File: src/rtl/exu_pkg.sv
// rtl/exu_pkg.sv - shared widths and ALU opcodes for the execute-stage datapath slice
package exu_pkg;

    localparam int XLEN    = 64;
    localparam int NREG_AW = 5;
    localparam int NREG    = 1 << NREG_AW;

    localparam logic [1:0] ALUOP_PASS = 2'b00;
    localparam logic [1:0] ALUOP_ADD  = 2'b01;
    localparam logic [1:0] ALUOP_SLTU = 2'b10;
    localparam logic [1:0] ALUOP_RSVD = 2'b11;

endpackage

File: src/rtl/exu_rf_alu_if.sv
// rtl/exu_rf_alu_if.sv - decoder-to-execute bundle: register ports, write port, ALU operands
interface exu_rf_alu_if;
    import exu_pkg::*;

    logic [NREG_AW-1:0] raddr1;
    logic [XLEN-1:0]    rdata1;
    logic [NREG_AW-1:0] raddr2;
    logic [XLEN-1:0]    rdata2;
    logic               we;
    logic [NREG_AW-1:0] waddr;
    logic [XLEN-1:0]    wdata;
    logic [XLEN-1:0]    alu_src1;
    logic [XLEN-1:0]    alu_src2;
    logic [1:0]         aluop;
    logic [XLEN-1:0]    alu_result;

    // master is the decoder side, slave is the execute slice
    modport master (
        output raddr1, raddr2, we, waddr, wdata, alu_src1, alu_src2, aluop,
        input  rdata1, rdata2, alu_result
    );

    modport slave (
        input  raddr1, raddr2, we, waddr, wdata, alu_src1, alu_src2, aluop,
        output rdata1, rdata2, alu_result
    );

endinterface

File: src/rtl/exu_alu.sv
// rtl/exu_alu.sv - combinational XLEN ALU: pass, add, unsigned set-less-than
module exu_alu
    import exu_pkg::*;
(
    input  logic [XLEN-1:0] alu_src1,
    input  logic [XLEN-1:0] alu_src2,
    input  logic [1:0]      aluop,
    output logic [XLEN-1:0] alu_result
);

    always_comb begin
        alu_result = '0;
        case (aluop)
            ALUOP_PASS: alu_result = alu_src2;
            ALUOP_ADD:  alu_result = alu_src1 + alu_src2;
            ALUOP_SLTU: alu_result = {{(XLEN-1){1'b0}}, (alu_src1 < alu_src2)};
            ALUOP_RSVD: alu_result = '0;
            default:    alu_result = '0;
        endcase
    end

endmodule

File: src/rtl/exu_regfile.sv
// rtl/exu_regfile.sv - 32 x XLEN register file, two combinational read ports, one write port
module exu_regfile
    import exu_pkg::*;
(
    input  logic               clk,
    input  logic               rst,
    input  logic [NREG_AW-1:0] raddr1,
    output logic [XLEN-1:0]    rdata1,
    input  logic [NREG_AW-1:0] raddr2,
    output logic [XLEN-1:0]    rdata2,
    input  logic               we,
    input  logic [NREG_AW-1:0] waddr,
    input  logic [XLEN-1:0]    wdata
);

    logic [XLEN-1:0] regs [NREG];

    always_ff @(posedge clk) begin
        if (!rst) begin
            for (int i = 0; i < NREG; i++) begin
                regs[i] <= '0;
            end
        end else if (we && (waddr != '0)) begin
            regs[waddr] <= wdata;
        end
    end

    // No bypass; reads are masked to zero while reset is held and for x0
    assign rdata1 = (rst && (raddr1 != '0)) ? regs[raddr1] : '0;
    assign rdata2 = (rst && (raddr2 != '0)) ? regs[raddr2] : '0;

endmodule

File: src/rtl/exu_rf_alu.sv
// rtl/exu_rf_alu.sv - execute-stage slice: wires the register file and ALU to the decoder bundle
module exu_rf_alu
    import exu_pkg::*;
(
    input  logic         clk,
    input  logic         rst,
    exu_rf_alu_if.slave  bus
);

    exu_regfile u_regfile (
        .clk    (clk),
        .rst    (rst),
        .raddr1 (bus.raddr1),
        .rdata1 (bus.rdata1),
        .raddr2 (bus.raddr2),
        .rdata2 (bus.rdata2),
        .we     (bus.we),
        .waddr  (bus.waddr),
        .wdata  (bus.wdata)
    );

    exu_alu u_alu (
        .alu_src1   (bus.alu_src1),
        .alu_src2   (bus.alu_src2),
        .aluop      (bus.aluop),
        .alu_result (bus.alu_result)
    );

endmodule

File: src/flat_wrapper.sv
// flat-port wrapper written by rule: the top's interface ports become plain ports
module exu_rf_alu_flat import exu_pkg::*;
  (clk, rst, bus_raddr1, bus_raddr2, bus_we, bus_waddr, bus_wdata, bus_alu_src1, bus_alu_src2, bus_aluop, bus_rdata1, bus_rdata2, bus_alu_result);
  exu_rf_alu_if bus_i ();
  input  logic clk;
  input  logic rst;
  input wire logic [$bits(bus_i.raddr1)-1:0] bus_raddr1;
  input wire logic [$bits(bus_i.raddr2)-1:0] bus_raddr2;
  input wire logic [$bits(bus_i.we)-1:0] bus_we;
  input wire logic [$bits(bus_i.waddr)-1:0] bus_waddr;
  input wire logic [$bits(bus_i.wdata)-1:0] bus_wdata;
  input wire logic [$bits(bus_i.alu_src1)-1:0] bus_alu_src1;
  input wire logic [$bits(bus_i.alu_src2)-1:0] bus_alu_src2;
  input wire logic [$bits(bus_i.aluop)-1:0] bus_aluop;
  output wire logic [$bits(bus_i.rdata1)-1:0] bus_rdata1;
  output wire logic [$bits(bus_i.rdata2)-1:0] bus_rdata2;
  output wire logic [$bits(bus_i.alu_result)-1:0] bus_alu_result;
  assign bus_i.raddr1 = bus_raddr1;
  assign bus_i.raddr2 = bus_raddr2;
  assign bus_i.we = bus_we;
  assign bus_i.waddr = bus_waddr;
  assign bus_i.wdata = bus_wdata;
  assign bus_i.alu_src1 = bus_alu_src1;
  assign bus_i.alu_src2 = bus_alu_src2;
  assign bus_i.aluop = bus_aluop;
  assign bus_rdata1 = bus_i.rdata1;
  assign bus_rdata2 = bus_i.rdata2;
  assign bus_alu_result = bus_i.alu_result;
  exu_rf_alu u_core (.clk(clk), .rst(rst), .bus(bus_i));
endmodule
File: config.mk
export PLATFORM = sky130hd
export DESIGN_NAME = exu_rf_alu_flat
export DESIGN_NICKNAME = d
export VERILOG_FILES = /design/src/rtl/exu_pkg.sv /design/src/rtl/exu_rf_alu_if.sv /design/src/rtl/exu_alu.sv /design/src/rtl/exu_regfile.sv /design/src/rtl/exu_rf_alu.sv /design/src/flat_wrapper.sv
export SDC_FILE = /design/constraint.sdc
export NUM_CORES = 2
export LEC_CHECK = 0
export ABC_CLOCK_PERIOD_IN_PS = 9270
export CAP_MARGIN = 25
export CORE_ASPECT_RATIO = 0.5
export CORE_MARGIN = 8
export CORE_UTILIZATION = 50
export DETAILED_ROUTE_END_ITERATION = 8
export HOLD_SLACK_MARGIN = 0.05
export MAX_ROUTING_LAYER = met4
export PLACE_DENSITY = 0.67
export RECOVER_POWER = 25
export SETUP_SLACK_MARGIN = 0.15
export SLEW_MARGIN = 20
export SYNTH_ARGS = -nofsm -noshare
export SYNTH_HDL_FRONTEND = slang
export SYNTH_SLANG_ARGS = --single-unit
File: constraint.sdc
create_clock -name clk -period 9.27 [get_ports clk]
set_clock_uncertainty 0.05 [all_clocks]
set_input_delay 1.3905 -clock clk [delete_from_list [all_inputs] [get_ports clk]]
set_output_delay 1.3905 -clock clk [all_outputs]
set_load 0.01 [all_outputs]
==> results.json <==
{
  "drt-total-wl_microns": 414000,
  "drive_gt1_share_pct": 14.1,
  "first_pass_iters": 6,
  "async_flop_share_pct": 0,
  "max_freq_mhz": 123,
  "fin_setup_tns_ns": 0,
  "setup_slack_ns": 1.15,
  "yosys-top-cells-area": "edfxtp_1 53%, mux4_2 11%, and2_1 11%",
  "dieArea_sq_um": 248000,
  "fp.dieW_microns": 697,
  "gr-usage-all-layers_pct": 33.1,
  "std_cell_rows": 125,
  "ir_worst_vdd_mv": 0.152,
  "worst_slew_pin_slew_ns": 4.57,
  "cts_sinks": 2048,
  "synth_cell_type_count": 73,
  "fillers": 18700,
  "via_per_inst": 6.70,
  "final_nets": 9438,
  "postCtsSetupBuffers": 0,
  "grt_antenna_before_repair": 30,
  "drt_iter0_drc": 13300,
  "largest_register": "u_core.u_regfile.regs",
  "largest_reg_flops": 2048,
  "holdBufCountCts": 0,
  "worstHoldPathType": "input pin to register",
  "critPathRequiredTime_ns": 9.70,
  "cp_top_family": "compound AO/OA/AOI/OAI gates",
  "path_max_fanout": 46,
  "syn_inst": 9134,
  "hold_depth": 2,
  "grt_pass1_wl_microns": 580000,
  "grt_max_degree": 124,
  "vias": 83000,
  "synth.top_cell.area_share_pct": 53.1,
  "port_buffers": 403,
  "clkTransAtPathRegs_ns": 0.06,
  "ys_top_cells_by_count": "2048 x edfxtp_1, 1987 x and2_1, 725 x clkbuf_1, 699 x a21oi_1, 697 x mux2i_1",
  "htree_levels": 4,
  "cap_violations": 54,
  "crit_arrival_ns": 8.55,
  "place_area_sq_um": 123000,
  "path_depth": 5,
  "max_stage_delay_ns": 3.44,
  "synth_area_sq_um": 116000,
  "rsz0062_at_grt": "no",
  "cts_tree": "built",
  "dp_hpwl_microns": 230000,
  "grt-busiest-layer": "met2",
  "reg_top3": "u_core.u_regfile.regs (2048)",
  "min_from": "bus_wdata[5]",
  "max-slew-margin-rel_pct": -208,
  "met1_usage_pct": 43.0,
  "ys_seq_elements": 2048,
  "drc": 0,
  "yosysMostFrequentCell": "edfxtp_1",
  "ys.flop_type": "edfxtp_1",
  "globalplace.congestion": 0.913,
  "violations": "max-capacitance violations, max-slew violations",
  "p_leak_nw": 45.2,
  "coreArea_sq_um": 231000,
  "synth_area_per_cell_sq_um": 12.7,
  "post_cts_resized": 0,
  "synth-edff-count": 2048,
  "slowest_stage": "o21ai_0",
  "end_kind": "register",
  "cts_buffer_depth": 4,
  "design_area_sq_um": 129000,
  "cp_num_buf_inv": 2,
  "path_cells": "clkbuf_1, nand2_1, or2_0, o21ai_0, buf_12",
  "overflow": 0,
  "finalHoldViolations": 0,
  "final_core_util_pct": 55.7,
  "min_to": "u_core.u_regfile.regs[12][5]",
  "initial_core_util_pct": 50.1,
  "grt_use_met3_pct": 6.45,
  "synth_warnings": 0,
  "ys_seq_area_share_pct": 53.1,
  "use_met2_pct": 51.0,
  "power_density_nw_per_um2": 172,
  "critPathLaunchType": "input pin",
  "first_global_vias": 81100,
  "pre_cts_ws_ns": 1.88,
  "outcome": "finished, violations left",
  "path_class": "input pin to register",
  "setup_viol": 0,
  "min_period_over_period_pct": 87.6,
  "yosysTopAreaCell": "edfxtp_1",
  "area_delta_synth_final_pct": 11.2,
  "cts.root.buffer_cell": "clkbuf_16",
  "dieHeight_microns": 356,
  "ant_nets": 0,
  "min_period_ns": 8.12,
  "io_pins": 404,
  "wl_per_cell_microns": 33.4,
  "cts_buffers": 201,
  "finalMaxSlewViolations": 1148
}
area by class of cell:
| type | count | area, sq um | share of cell area, % |
|---|---|---|---|
| Clock inverter | 103 | 636 | 0.493 |
| Sequential cell | 2048 | 61500 | 47.7 |
| Clock buffer | 252 | 5310 | 4.12 |
| Timing Repair Buffer | 600 | 6030 | 4.68 |
| Multi-Input combinational cell | 6116 | 50900 | 39.5 |
| Tap cell | 3111 | 3890 | 3.02 |
| Antenna cell | 29 | 72.6 | 0.0563 |
| Inverter | 131 | 497 | 0.385 |
where the power goes:
part	total [mW]	internal, mW	leakage, nW	switching, mW
clock network	7.81	4.20	2.92	3.61
registers	11.0	10.7	19.5	0.246
logic	3.34	1.32	22.7	2.03
total	22.1	16.2	45.2	5.88
metrics by stage:
stage	power (mW)	hold WS, ns	instances
after global routing	22.6	1.38	12400
after detailed placement	14.4	2.29	12000
after global placement	14.4	2.46	12000
final	22.1	1.38	12400
after floorplan	13.1	1.54	9197
after CTS	22.0	1.41	12400
how the worst max path moves through the flow:
stage                                               end       startpoint  slack [ns]
final                     u_core.u_regfile.regs[29][47]              rst        1.15
after global placement               bus_alu_result[39]  bus_alu_src2[7]        1.92
after detailed placement             bus_alu_result[39]  bus_alu_src2[7]        1.88
after global routing       u_core.u_regfile.regs[29][6]              rst        0.98
after CTS                            bus_alu_result[39]  bus_alu_src2[7]        1.85
after floorplan             u_core.u_regfile.regs[1][0]              rst        1.75
metal layers:
metal / wire (microns) / vias to the layer above
met3: 50500 / 1244
li1: - / 34300
met1: 154000 / 41500
met5: 0 / -
met4: 20800 / 0
met2: 188000 / 5997
cell usage in the layout (no fill, tap or decap), types with 17 or more instances in the layout:
cell / instances
mux2_2: 230
mux2i_1: 697
diode_2: 29
nor4_1: 19
nor3_1: 142
nand2_1: 48
and2_0: 251
clkinv_2: 39
edfxtp_1: 2048
ha_1: 127
a211oi_1: 58
o21ai_4: 17
nor2_1: 395
o221ai_1: 233
inv_1: 129
and2_1: 1736
o22ai_1: 239
mux4_2: 580
o21bai_1: 24
clkdlybuf4s50_1: 390
a21oi_1: 699
o21ai_0: 293
conb_1: 64
buf_12: 43
clkbuf_16: 205
buf_4: 111
xnor2_1: 51
nand4_1: 19
clkbuf_1: 84
clkinv_1: 53
cell families after synthesis:
logic type,Yosys count,synth area share [%]
mux,1507,19.5
simple gates,2707,13.5
compound gates,1654,8.63
buf+inv,1033,3.44
xor+xnor,56,0.423
flops,2048,53.1
other cells,1,0.00324
fa+ha+maj,128,1.39
Power figures use the tool's default switching activity.
